## src/rtl/rho_pkg.sv

```systemverilog
// Shared definitions for the rho rotation stage.
//   rho_state_e : FSM state encoding (IDLE, LOAD, EMIT)
//   RHO_R       : per-lane rho rotation offsets, indexed by lane = 5*y + x
//   lane_idx    : helper mapping (x, y) to the lane index
package rho_pkg;

  typedef enum logic [1:0] {
    IDLE = 2'd0,
    LOAD = 2'd1,
    EMIT = 2'd2
  } rho_state_e;

  localparam int NumLanes = 25;

  // Offsets are for a 64-slice lane; users reduce them mod the actual lane length.
  localparam int unsigned RHO_R [NumLanes] = '{
     0,  1, 62, 28, 27,
    36, 44,  6, 55, 20,
     3, 10, 43, 25, 39,
    41, 45, 15, 21,  8,
    18,  2, 61, 56, 14
  };

  function automatic int lane_idx(input int x, input int y);
    return 5 * y + x;
  endfunction

endpackage

```

## src/rtl/slice_buffer.sv

```systemverilog
// Count x 25 register file holding one full state, one slice per entry.
// Ports:
//   clk, rst   : clock, asynchronous active-low reset (clears all entries)
//   we         : write enable
//   waddr      : slice index to write
//   wdata      : 25-bit slice to write
//   raddr      : 25 packed read addresses, lane i uses raddr[i*CntBits +: CntBits]
//   rdata      : bit i is lane i of the entry addressed by its own read address
module slice_buffer
  import rho_pkg::*;
#(
  parameter int Count   = 64,
  parameter int CntBits = $clog2(Count)
) (
  input  logic                          clk,
  input  logic                          rst,
  input  logic                          we,
  input  logic [CntBits-1:0]            waddr,
  input  logic [NumLanes-1:0]           wdata,
  input  logic [NumLanes*CntBits-1:0]   raddr,
  output logic [NumLanes-1:0]           rdata
);

  logic [NumLanes-1:0] mem [Count];

  always_ff @(posedge clk or negedge rst) begin
    if (!rst) begin
      for (int k = 0; k < Count; k++) begin
        mem[k] <= '0;
      end
    end else if (we) begin
      mem[waddr] <= wdata;
    end
  end

  // Each lane reads a single bit from its own slice, so the rotation is
  // realised purely by addressing.
  for (genvar i = 0; i < NumLanes; i++) begin : g_rd
    assign rdata[i] = mem[raddr[i*CntBits +: CntBits]][i];
  end

endmodule

```

## src/rtl/rho_rotator.sv

```systemverilog
// Rho rotation stage: buffers Count 25-bit slices, then streams them back
// with every lane rotated along z by its rho offset.
// Optional feature macro: RHO_OUTREG_EN registers matrixOut/outValid/done
// (each one cycle later); default build drives them combinationally.
// Ports:
//   clk, rst   : clock, asynchronous active-low reset
//   start      : one-cycle begin request, sampled only in IDLE
//   matrixIn   : incoming slice, bit i = lane i (i = 5*y + x)
//   inReq      : matrixIn is latched this cycle (LOAD)
//   matrixOut  : rotated output slice, 0 when not valid
//   outValid   : matrixOut valid this cycle (EMIT); no backpressure
//   done       : one-cycle pulse on the last output slice
//   ready      : high in IDLE
//   fsm_state  : current FSM state (debug observation)
// Handshake: a run is a single-cycle start while ready=1; thereafter the block
// takes exactly one slice per cycle while inReq=1 and produces exactly one per
// cycle while outValid=1, with no stalls in either direction.
module rho_rotator
  import rho_pkg::*;
#(
  parameter int Count = 64
) (
  input  logic                clk,
  input  logic                rst,
  input  logic                start,
  input  logic [NumLanes-1:0] matrixIn,
  output logic                inReq,
  output logic [NumLanes-1:0] matrixOut,
  output logic                outValid,
  output logic                done,
  output logic                ready,
  output logic [1:0]          fsm_state
);

  localparam int CntBits = $clog2(Count);
  localparam logic [CntBits-1:0] LastSc = CntBits'(Count - 1);

  rho_state_e           state, state_next;
  logic [CntBits-1:0]   sc, sc_next;
  logic                 emit_valid, emit_done;
  logic [NumLanes*CntBits-1:0] raddr;
  logic [NumLanes-1:0]  rdata;

  always_ff @(posedge clk or negedge rst) begin
    if (!rst) begin
      state <= IDLE;
      sc    <= '0;
    end else begin
      state <= state_next;
      sc    <= sc_next;
    end
  end

  always_comb begin
    state_next = state;
    sc_next    = sc;
    inReq      = 1'b0;
    emit_valid = 1'b0;
    emit_done  = 1'b0;
    ready      = 1'b0;
    unique case (state)
      IDLE: begin
        ready = 1'b1;
        if (start) begin
          state_next = LOAD;
          sc_next    = '0;
        end
      end
      LOAD: begin
        inReq   = 1'b1;
        sc_next = sc + 1'b1;
        if (sc == LastSc) begin
          state_next = EMIT;
          sc_next    = '0;
        end
      end
      EMIT: begin
        emit_valid = 1'b1;
        sc_next    = sc + 1'b1;
        if (sc == LastSc) begin
          emit_done  = 1'b1;
          state_next = IDLE;
          sc_next    = '0;
        end
      end
      default: begin
        state_next = IDLE;
        sc_next    = '0;
      end
    endcase
  end

  assign fsm_state = state;

  // Output slice z, lane i comes from input slice (z - R[i]) mod Count.
  // Count is a power of two, so truncating R[i] to CntBits is the mod.
  for (genvar y = 0; y < 5; y++) begin : g_y
    for (genvar x = 0; x < 5; x++) begin : g_x
      localparam int Lane = lane_idx(x, y);
      localparam logic [CntBits-1:0] Rot = CntBits'(RHO_R[Lane]);
      assign raddr[Lane*CntBits +: CntBits] = sc - Rot;
    end
  end

  slice_buffer #(
    .Count   (Count),
    .CntBits (CntBits)
  ) u_buf (
    .clk   (clk),
    .rst   (rst),
    .we    (inReq),
    .waddr (sc),
    .wdata (matrixIn),
    .raddr (raddr),
    .rdata (rdata)
  );

`ifdef RHO_OUTREG_EN
  logic [NumLanes-1:0] mout_q;
  logic                valid_q;
  logic                done_q;

  always_ff @(posedge clk or negedge rst) begin
    if (!rst) begin
      mout_q  <= '0;
      valid_q <= 1'b0;
      done_q  <= 1'b0;
    end else begin
      mout_q  <= emit_valid ? rdata : '0;
      valid_q <= emit_valid;
      done_q  <= emit_done;
    end
  end

  assign matrixOut = mout_q;
  assign outValid  = valid_q;
  assign done      = done_q;
`else
  assign matrixOut = emit_valid ? rdata : '0;
  assign outValid  = emit_valid;
  assign done      = emit_done;
`endif

endmodule

```

## config.mk

```make
export PLATFORM = sky130hd
export DESIGN_NAME = rho_rotator
export DESIGN_NICKNAME = d
export VERILOG_FILES = /design/src/rtl/rho_pkg.sv /design/src/rtl/slice_buffer.sv /design/src/rtl/rho_rotator.sv
export SDC_FILE = /design/constraint.sdc
export NUM_CORES = 2
export LEC_CHECK = 0
export BUFFER_PORTS_ARGS = -buffer_cell sky130_fd_sc_hd__buf_2
export CORE_UTILIZATION = 40
export DETAILED_ROUTE_END_ITERATION = 10
export GPL_ROUTABILITY_DRIVEN = 0
export PLACE_DENSITY = 0.57
export SYNTH_ARGS = -nofsm -noshare
export SYNTH_HDL_FRONTEND = slang
export SYNTH_SLANG_ARGS = --single-unit
```

## constraint.sdc

```tcl
create_clock -name clk -period 4.9 [get_ports clk]
set_input_delay 0.98 -clock clk [delete_from_list [all_inputs] [get_ports clk]]
set_output_delay 0.98 -clock clk [all_outputs]
set_load 0.005 [all_outputs]
```

==> results by group <==
STA
  • FMAX: 0.208 GHz
  • Worst setup margin: 0.0920 ns
  • Setup TNS: 0 ns
  • Final Critical Period: 4.81 ns
  • Slew HR: 16.7%
  • Final setup fails: 0
  • Final Skew: 0.0332 ns
  • Max-slew violation count: 0
  • Final Hold Viols: 0
  • Slew at the pin closest to its max-slew limit: 1.25 ns
  • Unrepaired setup endpoints after global routing: true
  • Final period utilization: 98.1%
  • Fin Hold WS: 0.133 ns

Worst setup path
  • Worst path required time: 3.92 ns
  • Worst R2R Start: fsm_state[1]$_DFFE_PN0P_
  • R2r endpoint: u_buf.mem[382]$_DFFE_PN0P_
  • Critical path data arrival time: 3.83 ns
  • Worst R2R Path Depth: 7
  • Worst Setup End Kind: output port
  • Crit path launch type: register
  • CP max FO: 41
  • Flop-to-flop setup slack: 1.18 ns
  • WS Path Type: reg2out

Floorplanning
  • Ports: 59
  • Die Wd: 433 um
  • Placeable Area: 184000 um^2
  • Die footprint: 188000 um^2
  • Standard-cell row count: 157
  • Die Span Y: 433 um
  • Initial Utilization: 40.5%

Layout
  • Fin util: 45.9%
  • Post-route insts no fill: 7217
  • Share of layout cells above drive strength 1: 57.4%
  • Area growth syn-to-layout: 13.4%
  • NumNets Final: 4655
  • Fillcell total: 16200

Power and ir drop
  • Power Dens Cells: 437 nW/um^2
  • P_leak: 39.1 nW
  • Max rail drop VDD: 0.376 mV

Logic synthesis
  • FF+latch count, synth: 1608
  • FFs w/ async S/R, synth: 100%
  • Post-synth EDFFs: 0
  • Post-synthesis sequential area ratio: 54.1%
  • Avg Synthesized Cell Area: 16.2 um^2
  • Synth Net Count: 4631
  • Cells after Synth: 4582
  • Yosys cell types: 44
  • Top_reg_cell synth: dfrtp_1
  • Synth warn: 0
  • Synth Cell Area: 74400 um^2

Hold path
  • Worst min-delay path category: in2async

CTS
  • CTS Sinks: 1608
  • Root buf cell: clkbuf_16
  • # hold bufs at CTS: 0
  • CTS clk-pin slew, worst paths: 0.07 ns
  • TritonCTS clock tree: built
  • Clock latency on the worst-skew pair: 0.83 ns
  • CTS max path bufs: 3
  • H-tree depth: 4
  • CTS buffer count: 173

Placement
  • Pre-CTS setup slack: 0.421 ns
  • Final HPWL DP: 145000 um
  • PortBufs: 58
  • Placed Cells: 6887

Drt
  • Wirelength per Cell: 32.7 um
  • Post-DRT Antenna Nets: 0
  • Drt initial violations: 3493
  • First-pass DRT Iterations: 7
  • DR vias/cell: 5.87
  • Post-route DRC: 0
  • Final wirelength: 236000 um
  • DR vias: 42300

Global routing
  • Initial antenna violation count: 12
  • Global-route wire length before repair: 341000 um
  • GRT Util Overall: 25.6%
  • Vias in the first global route: 43900
  • Pin count of the biggest net entering global routing: 146
  • Gr ovfl total: 0

Run
  • Max-cap violation count: 0

Status
  • Status: finished, final reports clean
## cells in the mapped netlist (31+ instances only)
library cell  number  area (um^2)
mux2i_1           81          811
mux2_2          1609        18100
nand2_1           41          154
buf_1             33          124
dfrtp_1         1608        40200
clkbuf_1         196          736
nand3_1           31          155
buf_2             54          270
xnor2_1           41          359
mux4_2           463        10400
buf_4            133          998
nor2_2            56          350
## layout by cell type (no fill, tap or decap), types with 6 or more instances in the layout
cell	count
mux2i_1	79
nand3_1	31
buf_4	146
a21oi_1	26
o21ai_0	13
nand3_2	7
a22oi_1	8
o22ai_1	15
clkinv_2	29
xnor2_2	12
buf_2	57
clkbuf_1	54
inv_1	10
mux2_2	1608
nand4_1	6
nor2_1	20
nor2_4	64
dfrtp_1	1604
o21ai_1	9
clkbuf_16	174
nor2b_1	10
ha_1	16
xnor2_1	30
clkbuf_8	42
o31ai_1	9
nand2_1	41
mux4_2	463
a31oi_1	6
buf_12	67
## what timing repair did
item                                    CTS  global route
endpoints found under the setup margin   18            16
cloned                                    0             0
pin swaps                                 1             1
resized for setup                        23            15
setup buffers                             6             2
## cell type report
cell class	count	area, um^2	share of cell area [%]
clock inverter	50	574	0.681
sequential	1608	40200	47.7
inverter	16	63.8	0.0757
tap	2464	3080	3.66
multi-input combinational	2528	32300	38.4
clock buffer	270	5130	6.09
antenna	2	5.00	0.00593
timing repair buffer	279	2880	3.41
## sequential cells by signal, summed over array words and instances (netlist names)
signal / count
u_buf.mem: 1600
fsm_state: 2
sc: 6
## worst max-delay path by stage
stage,slack [ns],from,cells past startpoint,to
after floorplan,0.64,sc[2]$_DFFE_PN0P_,12,matrixOut[1]
after global placement,0.45,sc[1]$_DFFE_PN0P_,9,matrixOut[14]
after detailed placement,0.42,sc[1]$_DFFE_PN0P_,9,matrixOut[14]
after CTS,-0.007,sc[3]$_DFFE_PN0P_,10,matrixOut[14]
after global routing,-0.03,sc[0]$_DFFE_PN0P_,9,matrixOut[10]
final,0.09,sc[0]$_DFFE_PN0P_,9,matrixOut[0]
## metrics by stage
| stage | cell area (um^2) | power, mW |
|---|---|---|
| final | 84300 | 36.8 |
| after detailed placement | 78300 | 23.8 |
| after global placement | 78300 | 23.7 |
| after global routing | 84300 | 38.2 |
| after floorplan | 74400 | 20.6 |
| after CTS | 84200 | 37.1 |
## routing by layer
layer	vias up	track usage [%]	wire length (um)	part of all wire, %
li1	17100	-	-	-
met1	23800	36.8	107000	45
met2	1124	39.0	108000	46
met3	378	4.54	12200	5.2
met4	8	8.84	8430	3.6
met5	-	0	57	0.024
## where the power goes
part	internal, mW	switching [mW]	leakage [nW]
combinational	4.01	4.98	14.1
sequential	14.2	0.460	22.2
clock	7.47	5.69	2.80
## critical path: stages (launching register included)
cell	delay (ns)
dfrtp_4	0.43
buf_12	0.23
buf_16	0.31
mux4_2	0.55
mux2i_1	0.42
o22ai_1	0.14
nor4_1	0.33
buf_4	0.17
nor2_1	0.12
buf_2	0.19
## logic make-up (layout without fill, tap and decap cells)
| logic type | Yosys count | after routing | synth area share [%] |
|---|---|---|---|
| other cells | 0 | 2 | 0 |
| flops | 1608 | 1608 | 54.1 |
| mux | 2153 | 2153 | 39.5 |
| compound gates | 111 | 111 | 0.925 |
| xor+xnor | 50 | 50 | 0.629 |
| fa+ha+maj | 21 | 21 | 0.353 |
| simple gates | 193 | 193 | 1.37 |
| buf+inv | 446 | 615 | 3.15 |
No activity file was read; power rests on OpenSTA's default activity.
